<file path="src/rtl/event_arbiter.sv">
// Event arbiter: double-flop synchronises width_p event pins, edge-detects them and offers
// pending events round-robin on a valid/ready port. EVENT_ARBITER_OVERFLOW_EN adds sticky overflow flags.
module event_arbiter #(
  parameter int unsigned  width_p       = 3,
  parameter bit           rising_edge_p = 1'b1,
  localparam int unsigned Idw           = (width_p > 1) ? $clog2(width_p) : 1
) (
  input  logic               clk_i,
  input  logic               reset_ni,
  input  logic [width_p-1:0] d_i,
  output logic               valid_o,
  output logic [Idw-1:0]     id_o,
  input  logic               ready_i,
  output logic [width_p-1:0] overflow_o
);

  localparam int unsigned IdxW = Idw + 1;

  typedef enum logic {StIdle, StOffer} state_e;

  state_e             state_q, state_d;
  logic [width_p-1:0] s1_q, s1_d, s2_q, s2_d;
  logic [width_p-1:0] pend_q, pend_d;
  logic [width_p-1:0] pulse, gnt_oh;
  logic [Idw-1:0]     ptr_q, ptr_d, id_q, id_d;
  logic [Idw-1:0]     winner;
  logic               found, grant;

  assign s1_d  = d_i;
  assign s2_d  = s1_q;
  assign pulse = rising_edge_p ? (s1_q & ~s2_q) : (~s1_q & s2_q);

  // Round-robin search over pending bits, starting at ptr_q and wrapping at width_p.
  always_comb begin : p_search
    logic [IdxW-1:0] idx;
    idx    = '0;
    winner = ptr_q;
    found  = 1'b0;
    for (int unsigned i = 0; i < width_p; i++) begin
      idx = {1'b0, ptr_q} + IdxW'(i);
      if (idx >= IdxW'(width_p)) begin
        idx = idx - IdxW'(width_p);
      end
      if (!found && pend_q[idx[Idw-1:0]]) begin
        found  = 1'b1;
        winner = idx[Idw-1:0];
      end
    end
  end

  always_comb begin
    state_d = state_q;
    id_d    = id_q;
    ptr_d   = ptr_q;
    gnt_oh  = '0;
    grant   = 1'b0;
    case (state_q)
      StIdle: begin
        if (found) begin
          grant   = 1'b1;
          state_d = StOffer;
        end
      end
      StOffer: begin
        if (ready_i) begin
          if (found) begin
            grant = 1'b1;
          end else begin
            state_d = StIdle;
          end
        end
      end
      default: state_d = StIdle;
    endcase
    if (grant) begin
      gnt_oh[winner] = 1'b1;
      id_d           = winner;
      ptr_d          = (winner == Idw'(width_p - 1)) ? '0 : winner + 1'b1;
    end
    // A new pulse on a channel being granted this cycle re-arms it rather than being lost.
    pend_d = (pend_q & ~gnt_oh) | pulse;
  end

  always_ff @(posedge clk_i or negedge reset_ni) begin
    if (!reset_ni) begin
      s1_q    <= '0;
      s2_q    <= '0;
      pend_q  <= '0;
      ptr_q   <= '0;
      id_q    <= '0;
      state_q <= StIdle;
    end else begin
      s1_q    <= s1_d;
      s2_q    <= s2_d;
      pend_q  <= pend_d;
      ptr_q   <= ptr_d;
      id_q    <= id_d;
      state_q <= state_d;
    end
  end

  assign valid_o = (state_q == StOffer);
  assign id_o    = id_q;

`ifdef EVENT_ARBITER_OVERFLOW_EN
  logic [width_p-1:0] ovf_q, ovf_d;

  // Drop happens when a channel pulses while already pending and not being granted.
  always_comb begin
    ovf_d = ovf_q | (pulse & pend_q & ~gnt_oh);
  end

  always_ff @(posedge clk_i or negedge reset_ni) begin
    if (!reset_ni) begin
      ovf_q <= '0;
    end else begin
      ovf_q <= ovf_d;
    end
  end

  assign overflow_o = ovf_q;
`else
  assign overflow_o = '0;
`endif

endmodule

</file>
<file path="config.mk">
export PLATFORM = sky130hd
export DESIGN_NAME = event_arbiter
export DESIGN_NICKNAME = d
export VERILOG_FILES = /design/src/rtl/event_arbiter.sv
export SDC_FILE = /design/constraint.sdc
export NUM_CORES = 1
export LEC_CHECK = 0
export CAP_MARGIN = 20
export CORE_MARGIN = 2
export CORE_UTILIZATION = 38
export CTS_CLUSTER_SIZE = 10
export DETAILED_ROUTE_END_ITERATION = 12
export MAX_ROUTING_LAYER = met4
export PLACE_DENSITY = 0.68
export SLEW_MARGIN = 25
export SYNTH_ARGS = -nofsm -noshare
export SYNTH_HDL_FRONTEND = slang
export SYNTH_SLANG_ARGS = --single-unit
</file>
<file path="constraint.sdc">
create_clock -name clk_i -period 5.98 [get_ports clk_i]
set_input_delay 0.598 -clock clk_i [delete_from_list [all_inputs] [get_ports clk_i]]
set_output_delay 0.598 -clock clk_i [all_outputs]
set_load 0.01 [all_outputs]
</file>
# == Yosys cells after proc, flatten, opt, wreduce, memory -nomap -nowiden ==
# Cells that the tools add are included.
# word_totals
latch_bits,0
ff_bits,14
mem_count,0
mem_bits_ro,0
out_inout_bits,6
mem_bits_rw,0
# classes
shifts,0
n_lt_le_gt_ge,8
bitwise,6
n_mux,24
n_div,0
n_reduce_logical,5
n_mul,0
eq_ne,1
add_sub_neg,6
# op_table
op,n
two-way mux 2 bit,7
"less-than comparator 2 x 3 -> 1 bit, second input constant",4
two-way mux 1 bit,10
bitwise AND 3 bit,2
binary-select mux 1 bit (select 2 bit),3
"greater-or-equal comparator 3 x 2 -> 1 bit, second input constant",2
NOT 3 bit,2
"subtractor 2 bit, second input constant",3
one-hot mux 1 bit (2 select lines),2
"adder 2 x 1 -> 3 bit, second input constant",1
"adder 2 x 2 -> 3 bit, second input constant",1
logical AND 1 bit,3
two-way mux 3 bit,1
bitwise OR 3 bit,1
"adder 2 x 1 -> 2 bit, second input constant",1
demux 1 bit (select 2 bit),1
"== test 2 bit, second input constant",1
"greater-or-equal comparator 2 x 1 -> 1 bit, second input constant",1
"greater-or-equal comparator 2 bit, second input constant",1
zero test 1 bit,2
NOT 1 bit,1

# == Depth between registers and ports, before layout ==
# depth
ltp_word,19
depth_mapped,7

# == Least setup slack after synthesis ==
# OpenSTA, ideal clock, no wires.
# synth_path
path_type,register to register
start,register ptr_q[0]
end,register pend_q[0]
setup_ps,126
synth_period_minus_slack_ps,2292
n_path_buf,0
arrival_time_ps,2166
setup_slack_ps,3688
stages_incl_launch_ff,8
path_cell_list,dfrtp_1 inv_1 ha_1 nor2b_1 o21a_1 or4_1 a21o_1 a221o_1
# synth_via
elab_chain_len,19
elab_cells_between_ends,39
cone_classes,add/sub: 5; order compare: 5; mux: 21; bitwise: 3; reduce/logical: 5
# synth_rtl
element,line,source
from (decl),25,"logic [Idw-1:0] ptr_q, ptr_d, id_q, id_d;"
from (signal assigned),96,ptr_q <= ptr_d;
branches (longest 15 deep; another with adder 2 x 1 -> 3 bit),--,
two-way mux 3 bit *,75,if (grant) begin
NOT 3 bit *,81,pend_d = (pend_q & ~gnt_oh) | pulse;
bitwise AND 3 bit *,81,
bitwise OR 3 bit *,81,
net pend_d[0],23,"logic [width_p-1:0] pend_q, pend_d;"
to (signal assigned),95,pend_q <= pend_d;
to (decl),23,
# Mark *: on every way through the listed nets, which the timed path passes. The select of a mux whose other input is x is not followed.
# A chain may end at the register's enable or synchronous reset.

# == Worst setup path after layout ==
# Ends and elaborated chain as after synthesis.

==> reports/metrics.cfg <==
[run_status]
status=finished, final reports clean

[synthesis]
synthCells=71
syn-mean-instance-area_um2=10.5
synth_xor_area_share_pct=0
synth_compound_area_share_pct=19.6
synth-simple-area-share_pct=14.8
synth_top_family_by_area=compound AO/OA/AOI/OAI gates
muxShareOfSynthArea_pct=5.37
syn-cell-area_um2=746
synth_seq_area_share_pct=47.0
ys_ff_latch=14
yosysUniqueCellTypes=27
yosysWarningCount=0
synthAdderAreaFrac_pct=6.71

[global_route]
grt_antenna_before_repair=0
grt_pass1_vias=559
grt_pass1_wl_mm=2.40
grt_usage_pct=13.2
gr-total-overflow=0
grt_max_degree=15

[clock_tree]
tritoncts=done
cts_buffers=3
clk-insertion-delay-late_ns=0.27
cts.path.max_buffers=2
root_buffer=clkbuf_4
cts_hold_buf=0
clock_sinks=14
clkTransAtPathRegs_ns=0.07
post_cts_buffers=0
htreeDepth=1
cts_resized=0

[detailed_routing]
routed_wl_mm=1.25
drc_errors=0
wl_per_cell_um=11.6
vias_per_cell=5.00
vias=540
ant_nets=0
drtIter0Drc=7
first_pass_iters=3

[flow_run]
maxCapViolations=0

[setup_path]
crit_type=reg -> reg
critPathCaptureType=flip-flop
worstRegToRegCells=7
cp.arrival_ns=2.59
cp.required_ns=6.14
r2r-start=ptr_q[0]
critPathMaxFanout=8
start_kind=flip-flop
reg2reg_to=pend_q[0]
r2r_slack_ns=3.54

[timing]
fin_skew_ns=0.00135
worst_slack_ns=3.54
fin_crit_sh_pct=40.7
worst_pin_slew_ns=0.635
finalCriticalPeriod_ns=2.44
setup_violations=0
fmax_mhz=410
hold_viol_final=0
finalMaxSlewViolations=0
max-slew-margin-rel_pct=57.2
fin_tns_setup_ns=0
rsz0062_at_grt=no

[place]
gp_congestion=0.847
pre_cts_ws_ns=3.55
portBuffers=8
dpl.hpwl_mm=1.01
dpl_cell_area_um2=845

[layout]
n_antenna_cell=0
area_growth_pct=16.3
drive_gt1_share_pct=6.17
nets=93
final_area_um2=867
n_fill_cell=188

[min_path]
min_from=s1_q[1]
min_path_cells=0
worstHoldPathType=reg -> reg
holdPathEnd=s2_q[1]

[power]
leakagePower_nw=0.397
ir_drop_uv=249
powerDensity_nw_per_um2=562
total_power_mw=0.487

[floorplan]
fp.dieW_um=48.3
dieHeight_um=48.3
die_area_um2=2330
rows=16
core_um2=1900
design.portCount=12
initial_core_util_pct=39.2

## registers in the layout, summed over array words and instances (netlist names)
signal	count
pend_q	3
s1_q	3
s2_q	3
id_o	2
ptr_q	2
valid_o	1
## layout make-up
cell class | count | area, um2 | share of cell area [%]
repair buffers | 8 | 80.1 | 9.24
clock buffers | 3 | 22.5 | 2.60
inverters | 6 | 22.5 | 2.60
well taps | 27 | 33.8 | 3.90
multi-input cells | 50 | 358 | 41.3
flip-flops and latches | 14 | 350 | 40.4
## placed cells by master, fill, tap and decap left out
master           synthesis  final
o32a_1                   1      1
o41ai_2                  1      1
dfrtp_1                 14     14
ha_1                     4      4
o21bai_1                 1      1
clkbuf_4                 0      3
mux2i_1                  4      4
or4b_2                   1      1
or4_1                    1      1
nand2_1                  7      7
nand3b_1                 4      4
conb_1                   1      3
a22o_1                   1      1
a21o_1                   2      2
a21oi_1                  2      2
o21a_1                   2      2
o21ai_0                  3      3
o22ai_1                  2      2
a21boi_0                 1      1
a32oi_1                  1      1
a221o_1                  1      1
nor2b_1                  2      2
nand2b_1                 1      1
nor4_1                   1      1
o211a_1                  1      1
inv_1                    6      6
nor2_1                   3      3
clkdlybuf4s50_1          0      8
## worst max-delay path, cell delays in order (launching register included)
cell	delay, ns
dfrtp_1	0.39
inv_1	0.09
ha_1	0.38
nor2b_1	0.19
o21a_1	0.23
or4_1	0.54
a21o_1	0.21
a221o_1	0.28
## metrics by stage
stage	cells	hold slack [ns]	util (%)
finish	108	0.378	45.6
global route	108	0.399	45.6
CTS	108	0.381	45.6
detailed placement	105	0.364	44.4
global placement	105	0.365	44.4
floorplan	73	0.302	-
## cell usage after synthesis
| cell | n | area, um2 |
|---|---|---|
| dfrtp_1 | 14 | 350 |
| nand2_1 | 7 | 26.3 |
| inv_1 | 6 | 22.5 |
| ha_1 | 4 | 50.1 |
| mux2i_1 | 4 | 40.0 |
| nand3b_1 | 4 | 30.0 |
| buf_4 | 3 | 22.5 |
| nor2_1 | 3 | 11.3 |
| o21ai_0 | 3 | 15.0 |
| a21o_1 | 2 | 15.0 |
| a21oi_1 | 2 | 10.0 |
| nor2b_1 | 2 | 12.5 |
| o21a_1 | 2 | 15.0 |
| o22ai_1 | 2 | 12.5 |
| a21boi_0 | 1 | 7.51 |
| a221o_1 | 1 | 10.0 |
| a22o_1 | 1 | 8.76 |
| a32oi_1 | 1 | 8.76 |
| conb_1 | 1 | 3.75 |
| nand2b_1 | 1 | 6.26 |
| nor4_1 | 1 | 6.26 |
| o211a_1 | 1 | 10.0 |
| o21bai_1 | 1 | 7.51 |
| o32a_1 | 1 | 10.0 |
| o41ai_2 | 1 | 16.3 |
| or4_1 | 1 | 7.51 |
| or4b_2 | 1 | 10.0 |
## worst max-delay path by stage
stage	start	endpoint	slack, ns	depth (start not counted)
floorplan	ptr_q[0]	pend_q[0]	3.69	7
global placement	ptr_q[0]	pend_q[0]	3.61	7
detailed placement	ptr_q[0]	pend_q[0]	3.55	7
CTS	ptr_q[0]	pend_q[0]	3.52	7
global route	ptr_q[0]	pend_q[0]	3.42	7
finish	ptr_q[0]	pend_q[0]	3.54	7
## power by group
part | switching, mW | total, mW | internal [mW]
registers | 0.0274 | 0.150 | 0.123
logic | 0.157 | 0.288 | 0.131
clock network | 0.0260 | 0.0493 | 0.0233
total | 0.210 | 0.487 | 0.277
## layer usage
layer	global-route usage [%]	part of all wire [%]	vias to the layer above
li1	-	-	269
met4	8.57	1.8	0
met5	-	0	-
met3	0.926	2.5	4
met1	17.4	51	258
met2	19.9	45	9
## logic make-up (layout without fill, tap and decap cells)
| family | count (synthesis) | in the layout |
|---|---|---|
| compound gates | 19 | 19 |
| simple gates | 20 | 20 |
| fa+ha+maj | 4 | 4 |
| buf+inv | 9 | 17 |
| other cells | 1 | 3 |
| flops | 14 | 14 |
| mux | 4 | 4 |
Power figures use the tool's default switching activity.
